File: src/rtl/pn_iq_spreader.sv
// PN-spreads one I/Q data bit pair per symbol into CHIPS bipolar chips using an
// x^9+x^5+1 LFSR reloaded to SEED at every symbol start; all chip outputs registered.
module pn_iq_spreader #(
  parameter int         CHIPS = 496,
  parameter logic [8:0] SEED  = 9'h1FF
) (
  input  logic        clk,
  input  logic        rst,
  input  logic        data_valid,
  input  logic        data_i,
  input  logic        data_q,
  input  logic        abort,
  output logic        data_ready,
  output logic [1:0]  I_out,
  output logic [1:0]  Q_out,
  output logic        chip_valid,
  output logic        frame_start,
  output logic [15:0] sym_count
);

  localparam logic       ST_IDLE = 1'b0;
  localparam logic       ST_SEND = 1'b1;
  localparam logic [8:0] LAST    = 9'(CHIPS - 1);

  logic        state_q, state_d;
  logic [8:0]  cnt_q, cnt_d;
  logic [8:0]  lfsr_q, lfsr_d, lfsr_adv, chip_lfsr;
  logic        di_q, di_d, dq_q, dq_d, chip_di, chip_dq;
  logic [1:0]  i_q, i_d, q_q, q_d;
  logic        cv_q, cv_d, fs_q, fs_d;
  logic [15:0] sym_q, sym_d;
  logic        last, accept, emit;

  always_comb begin
    last       = (state_q == ST_SEND) && (cnt_q == LAST);
    data_ready = !rst && !abort && ((state_q == ST_IDLE) || last);
    accept     = data_valid && data_ready;
    lfsr_adv   = {lfsr_q[7:0], lfsr_q[8] ^ lfsr_q[4]};

    state_d   = state_q;
    cnt_d     = cnt_q;
    lfsr_d    = lfsr_q;
    di_d      = di_q;
    dq_d      = dq_q;
    sym_d     = sym_q;
    fs_d      = 1'b0;
    emit      = 1'b0;
    chip_lfsr = lfsr_adv;
    chip_di   = di_q;
    chip_dq   = dq_q;

    // The last chip has already been shown when abort arrives, but the symbol
    // is still treated as partial and not counted.
    if (last && !abort) sym_d = sym_q + 16'd1;

    if (abort) begin
      state_d = ST_IDLE;
    end else if (accept) begin
      state_d   = ST_SEND;
      cnt_d     = 9'd0;
      lfsr_d    = SEED;
      di_d      = data_i;
      dq_d      = data_q;
      chip_lfsr = SEED;
      chip_di   = data_i;
      chip_dq   = data_q;
      fs_d      = 1'b1;
      emit      = 1'b1;
    end else if (last) begin
      state_d = ST_IDLE;
    end else if (state_q == ST_SEND) begin
      cnt_d  = cnt_q + 9'd1;
      lfsr_d = lfsr_adv;
      emit   = 1'b1;
    end

    cv_d = emit;
    i_d  = 2'b00;
    q_d  = 2'b00;
    if (emit) begin
      i_d = (chip_di ^ chip_lfsr[0]) ? 2'b11 : 2'b01;
      q_d = (chip_dq ^ chip_lfsr[4]) ? 2'b11 : 2'b01;
    end
  end

  always_ff @(posedge clk or posedge rst) begin
    if (rst) begin
      state_q <= ST_IDLE;
      cnt_q   <= 9'd0;
      lfsr_q  <= SEED;
      di_q    <= 1'b0;
      dq_q    <= 1'b0;
      i_q     <= 2'b00;
      q_q     <= 2'b00;
      cv_q    <= 1'b0;
      fs_q    <= 1'b0;
      sym_q   <= 16'd0;
    end else begin
      state_q <= state_d;
      cnt_q   <= cnt_d;
      lfsr_q  <= lfsr_d;
      di_q    <= di_d;
      dq_q    <= dq_d;
      i_q     <= i_d;
      q_q     <= q_d;
      cv_q    <= cv_d;
      fs_q    <= fs_d;
      sym_q   <= sym_d;
    end
  end

  assign I_out       = i_q;
  assign Q_out       = q_q;
  assign chip_valid  = cv_q;
  assign frame_start = fs_q;
  assign sym_count   = sym_q;

endmodule
File: config.mk
export PLATFORM = sky130hd
export DESIGN_NAME = pn_iq_spreader
export DESIGN_NICKNAME = d
export VERILOG_FILES = /design/src/rtl/pn_iq_spreader.sv
export SDC_FILE = /design/constraint.sdc
export NUM_CORES = 1
export LEC_CHECK = 0
export ABC_AREA = 1
export BUFFER_PORTS_ARGS = -buffer_cell sky130_fd_sc_hd__buf_4
export CORE_MARGIN = 4
export CORE_UTILIZATION = 57
export DETAILED_ROUTE_END_ITERATION = 8
export GPL_TIMING_DRIVEN = 0
export PLACE_DENSITY = 0.76
export SYNTH_ARGS = -nofsm -noshare
export SYNTH_HDL_FRONTEND = slang
export SYNTH_SLANG_ARGS = --single-unit
File: constraint.sdc
create_clock -name clk -period 1.94 [get_ports clk]
set_clock_uncertainty 0.15 [all_clocks]
set_input_delay 0.291 -clock clk [delete_from_list [all_inputs] [get_ports clk]]
set_output_delay 0.291 -clock clk [all_outputs]
set_load 0.02 [all_outputs]
# [Word level (Yosys, flattened, before mapping)]
# Cells that the tools add are included.
[op_classes] n_reduce_logical=11 n_eq_ne=2 bitwise_logic=5 mux=25 add_sub_neg=2
[op_table] cell="$mux 9" count=6
[op_table] cell="$add 16x1->16 const B" count=1
[op_table] cell="$mux 1" count=13
[op_table] cell="$mux 5" count=2
[op_table] cell="$add 9x1->9 const B" count=1
[op_table] cell="$eq 9x9->1 const B" count=1
[op_table] cell="$mux 2" count=4
[op_table] cell="$logic_and 1x1->1" count=5
[op_table] cell="$reduce_and 3->1" count=1
[op_table] cell="$reduce_bool 3->1" count=1
[op_table] cell="$xor 1x1->1" count=3
[op_table] cell="$logic_not 1->1" count=2
[op_table] cell="$ne 2x1->1 const B" count=1
[op_table] cell="$not 1->1" count=2
[op_table] cell="$reduce_bool 2->1" count=1
[op_table] cell="$logic_or 1x1->1" count=1
[totals] inputBits=6 register_bits=43 elab_cells=55 out_inout_bits=23

# [Depth between registers and ports, before layout]
[depth] word_depth=10 ltp_mapped=11 depth_no_buf=10

# [Worst setup path before layout]
# No wires, ideal clock.
[synth_path] kind="reg2out" start="register cnt_q[0]" end="output port data_ready" required_ns=1.499 arrival_time_ns=1.438 path_slack_ns=0.061 path_buffers=0 path_stages_with_launch=8 path_cell_list="dfrtp_1 -> ha_1 -> nand2_2 -> nor2_4 -> nand3_4 -> nand2_4 -> inv_1 -> nor3_1"
[synth_via] elab_chain_len=4
[synth_lines] element="start: declaration" line="26" rtl="logic [8:0] cnt_q, cnt_d;"
[synth_lines] element="start signal: assignment" line="100" rtl="cnt_q <= cnt_d;"
[synth_lines] element="$eq 9x9->1" line="35" rtl="last = (state_q == ST_SEND) && (cnt_q == LAST);"
[synth_lines] element="$logic_and 1x1->1" line="35"
[synth_lines] element="$logic_or 1x1->1" line="36" rtl="data_ready = !rst && !abort && ((state_q == ST_IDLE) || last);"
[synth_lines] element="$logic_and 1x1->1" line="36"
[synth_lines] element="end: declaration" line="13" rtl="output logic data_ready,"
# Every way passes these cells.

# [Final worst setup path]
# Same ends and word-level chain as after synthesis.

==> flow_metrics.tcl <==
set metrics [dict create \
    clkTransAtPathRegs_ns 0.08 \
    layout-drive-gt1-share 0.295 \
    die_height_microns 68.9 \
    synthCells 249 \
    rsz0062_at_grt "yes" \
    cpPeakStageDelay_ns 0.41 \
    startpoint_type "flip-flop" \
    setup_viol 1 \
    tightest_slew_ns 0.831 \
    clkSinkCount 41 \
    fin_crit_sh 1.02 \
    whs_ns 0.0275 \
    dp_slack_ns 0.0332 \
    ys_top_cells_by_count "nand2_1, dfrtp_1, inv_1, nor2_1, nand3_1" \
    ir_drop_v 0.000555 \
    rows 21 \
    cts.path.max_buffers 2 \
    core_area_sq_mm 0.00347 \
    netlist_area_sq_mm 0.00212 \
    cp_num_buf_inv 2 \
    async_reset_ff_frac 1.00 \
    cts_hold_buf 0 \
    ys_seq_area_frac 0.490 \
    antenna_found_initial 0 \
    grt_use_met3 0.0583 \
    htreeDepth 2 \
    dpl.hpwl_microns 2940 \
    worst_skew_pair.late_latency_ns 0.30 \
    path_cells "ha_4 -> nand2_4 -> nor2_4 -> nand3_4 -> nand2_4 -> inv_2 -> nor3_2 -> buf_4" \
    drt-total-wl_microns 4410 \
    synth_flop_cell "dfrtp_1" \
    wl_per_cell_microns 12.8 \
    die_width_microns 68.9 \
    critPathMaxFanout 2 \
    synth_edf_count 0 \
    crit_type "flip-flop to output pin" \
    cellLeakagePower_uw 0.00133 \
    worstPathArrival_ns 1.53 \
    overflow 0 \
    cts_tree "built" \
    dieArea_sq_mm 0.00475 \
    fmax_ghz 0.508 \
    gp_congestion 0.911 \
    ys_types 25 \
    crit_top_cell "nand2_4" \
    r2r-start "cnt_q[0]$_DFFE_PP0P_" \
    power_density_mw_per_mm2 747 \
    cts_buffers 5 \
    fin_cells 344 \
    grtUsageTotal 0.205 \
    portBuffers 28 \
    yosysTopAreaCellShare 0.378 \
    critical-path-top-delay-family "simple AND/OR/NAND/NOR gates" \
    layout.nets 305 \
    root_buffer "clkbuf_8" \
    antenna_left 0 \
    ys_seq_elements 41 \
    grt_pass1_vias 1609 \
    reg2reg_slack_ns 0.05 \
    cp_slowest_cell "dfrtp_1" \
    violations "negative setup slack" \
    num_vias 1763 \
    slew_headroom 0.445 \
    fin_ws_ns -0.0291 \
    grt_pass1_wl_microns 7110 \
    cp.required_ns 1.50 \
    gr-max-usage-layer "met2" \
    place_inst 323 \
    min_period_ns 1.97 \
    status "finished with violations" \
    hold_violations 0 \
    synth_area_leaders "dfrtp_1, nand2_1, dfstp_2, inv_1, xor2_1" \
    syn_nets 257 \
    met2_usage 0.315 \
    synth_warnings 0 \
    cap_violations 0 \
    fillCellCount 273 \
    synth_area_per_cell_sq_um 8.50 \
    end_kind "output pin" \
    yosysMostFrequentCell "nand2_1" \
    initial_core_util 0.610 \
    drv_slew 0 \
    post_drt_via_cell_ratio 5.13 \
    grt_use_met1 0.277 \
    grt_max_degree 42 \
    io_pins 29 \
    hold_path_class "input pin to asynchronous set/reset pin" \
    drt_iter0_drc 98 \
    area_growth_pct 23.4 \
    remaining_drc_errors 0 \
    n_antenna_cell 0 \
    dr.pass1.iters 4 \
    critPathLaunch "cnt_q[0]$_DFFE_PP0P_" \
    synth_largest_area_cell "dfrtp_1" \
]
-- placed cells by master, fill, tap and decap left out, types with 2 or more instances in the layout --
cell,netlist,layout
nand2_1,67,65
buf_4,3,44
dfrtp_1,32,32
inv_1,28,25
nor2_1,22,21
nand3_1,15,14
nand4_1,10,10
xor2_1,10,10
dfstp_2,9,9
xnor2_1,7,7
nor3_1,7,6
o21ai_0,6,6
o21ai_1,6,6
inv_2,2,5
nor2_4,4,5
clkbuf_8,0,5
nand2_2,3,4
o211ai_1,4,4
buf_6,2,3
nand2_4,1,2
nand3_4,2,2
buf_2,3,2
a21oi_1,2,2
clkinv_2,0,2
-- cell type report --
type                       count  area [sq um]  area share
multi-input combinational    170           946       0.362
timing repair buffer          41           308       0.118
inverter                      30           113      0.0431
clock buffer                   6          72.6      0.0278
tap                           46          57.6      0.0221
clock inverter                 2          10.0     0.00384
sequential                    41          1040       0.397
buffer                         8          66.3      0.0254
-- logic make-up (layout without fill, tap and decap cells) --
family,count (synthesis),count (layout),synth area share
AOI/OAI and AO/OA,19,19,0.0515
xor gates and xnor gates,17,17,0.0704
adders and majority gates,2,2,0.0118
buffers and inverters,38,87,0.0816
DFF,41,41,0.490
and+or+nand+nor,132,132,0.294
-- path summary, 6_finish.rpt --
path                                            endpoint  cells past startpoint
worst max-delay path                          data_ready                      8
min in group clk                          dq_q$_DFF_PP0_                      3
worst max register to register     lfsr_q[1]$_DFFE_PP1P_                     10
worst min-delay path            sym_count[1]$_DFFE_PP0P_                      2
worst min register to register     lfsr_q[5]$_DFFE_PP1P_                      2
max in group asynchronous       sym_count[4]$_DFFE_PP0P_                      2
-- registers in the layout, indices dropped and copies added (netlist names) --
register and count:
I_out 1, cnt_q 9, sym_count 16, state_q 1, lfsr_q 9, frame_start 1
dq_q 1, di_q 1, Q_out 2
-- per-layer routing --
layer / part of all wire / up-vias
met5: 0 / -
met3: 0.046 / 7
met4: 0.014 / 0
met2: 0.45 / 32
met1: 0.49 / 843
li1: - / 881
-- worst reg2reg max path, stage by stage (launching register included) --
cell and delay (ns):
dfrtp_1 0.42, ha_4 0.19, nand2_4 0.08, nor2_4 0.04, nand3_4 0.06, nand2_4 0.06
buf_4 0.16, nor2_4 0.19, inv_2 0.10, buf_6 0.15, o211ai_1 0.20
-- repair_timing --
action	4_1_cts	5_1_grt
cloned	0	0
pin swaps	3	6
resized for setup	4	10
setup buffers	5	8
setup endpoints to repair	1	28
-- per-stage QoR --
step           area, sq um  utilization  setup TNS (ns)  power [uW]
3_3_place_gp          2380        0.687               0        1340
5_1_grt               2610        0.753          -0.157        2040
4_1_cts               2520        0.725         -0.0263        1930
6_report              2610        0.753         -0.0291        1950
2_1_floorplan         2120            -               0        1270
3_5_place_dp          2380        0.687               0        1360
-- power breakdown --
group          internal (uW)  switching (uW)  total [uW]
registers                990            60.3        1050
logic                    157             196         353
clock network            249             297         546
total                   1400             553        1950
Note: power is estimated with default switching activity, not from simulation.
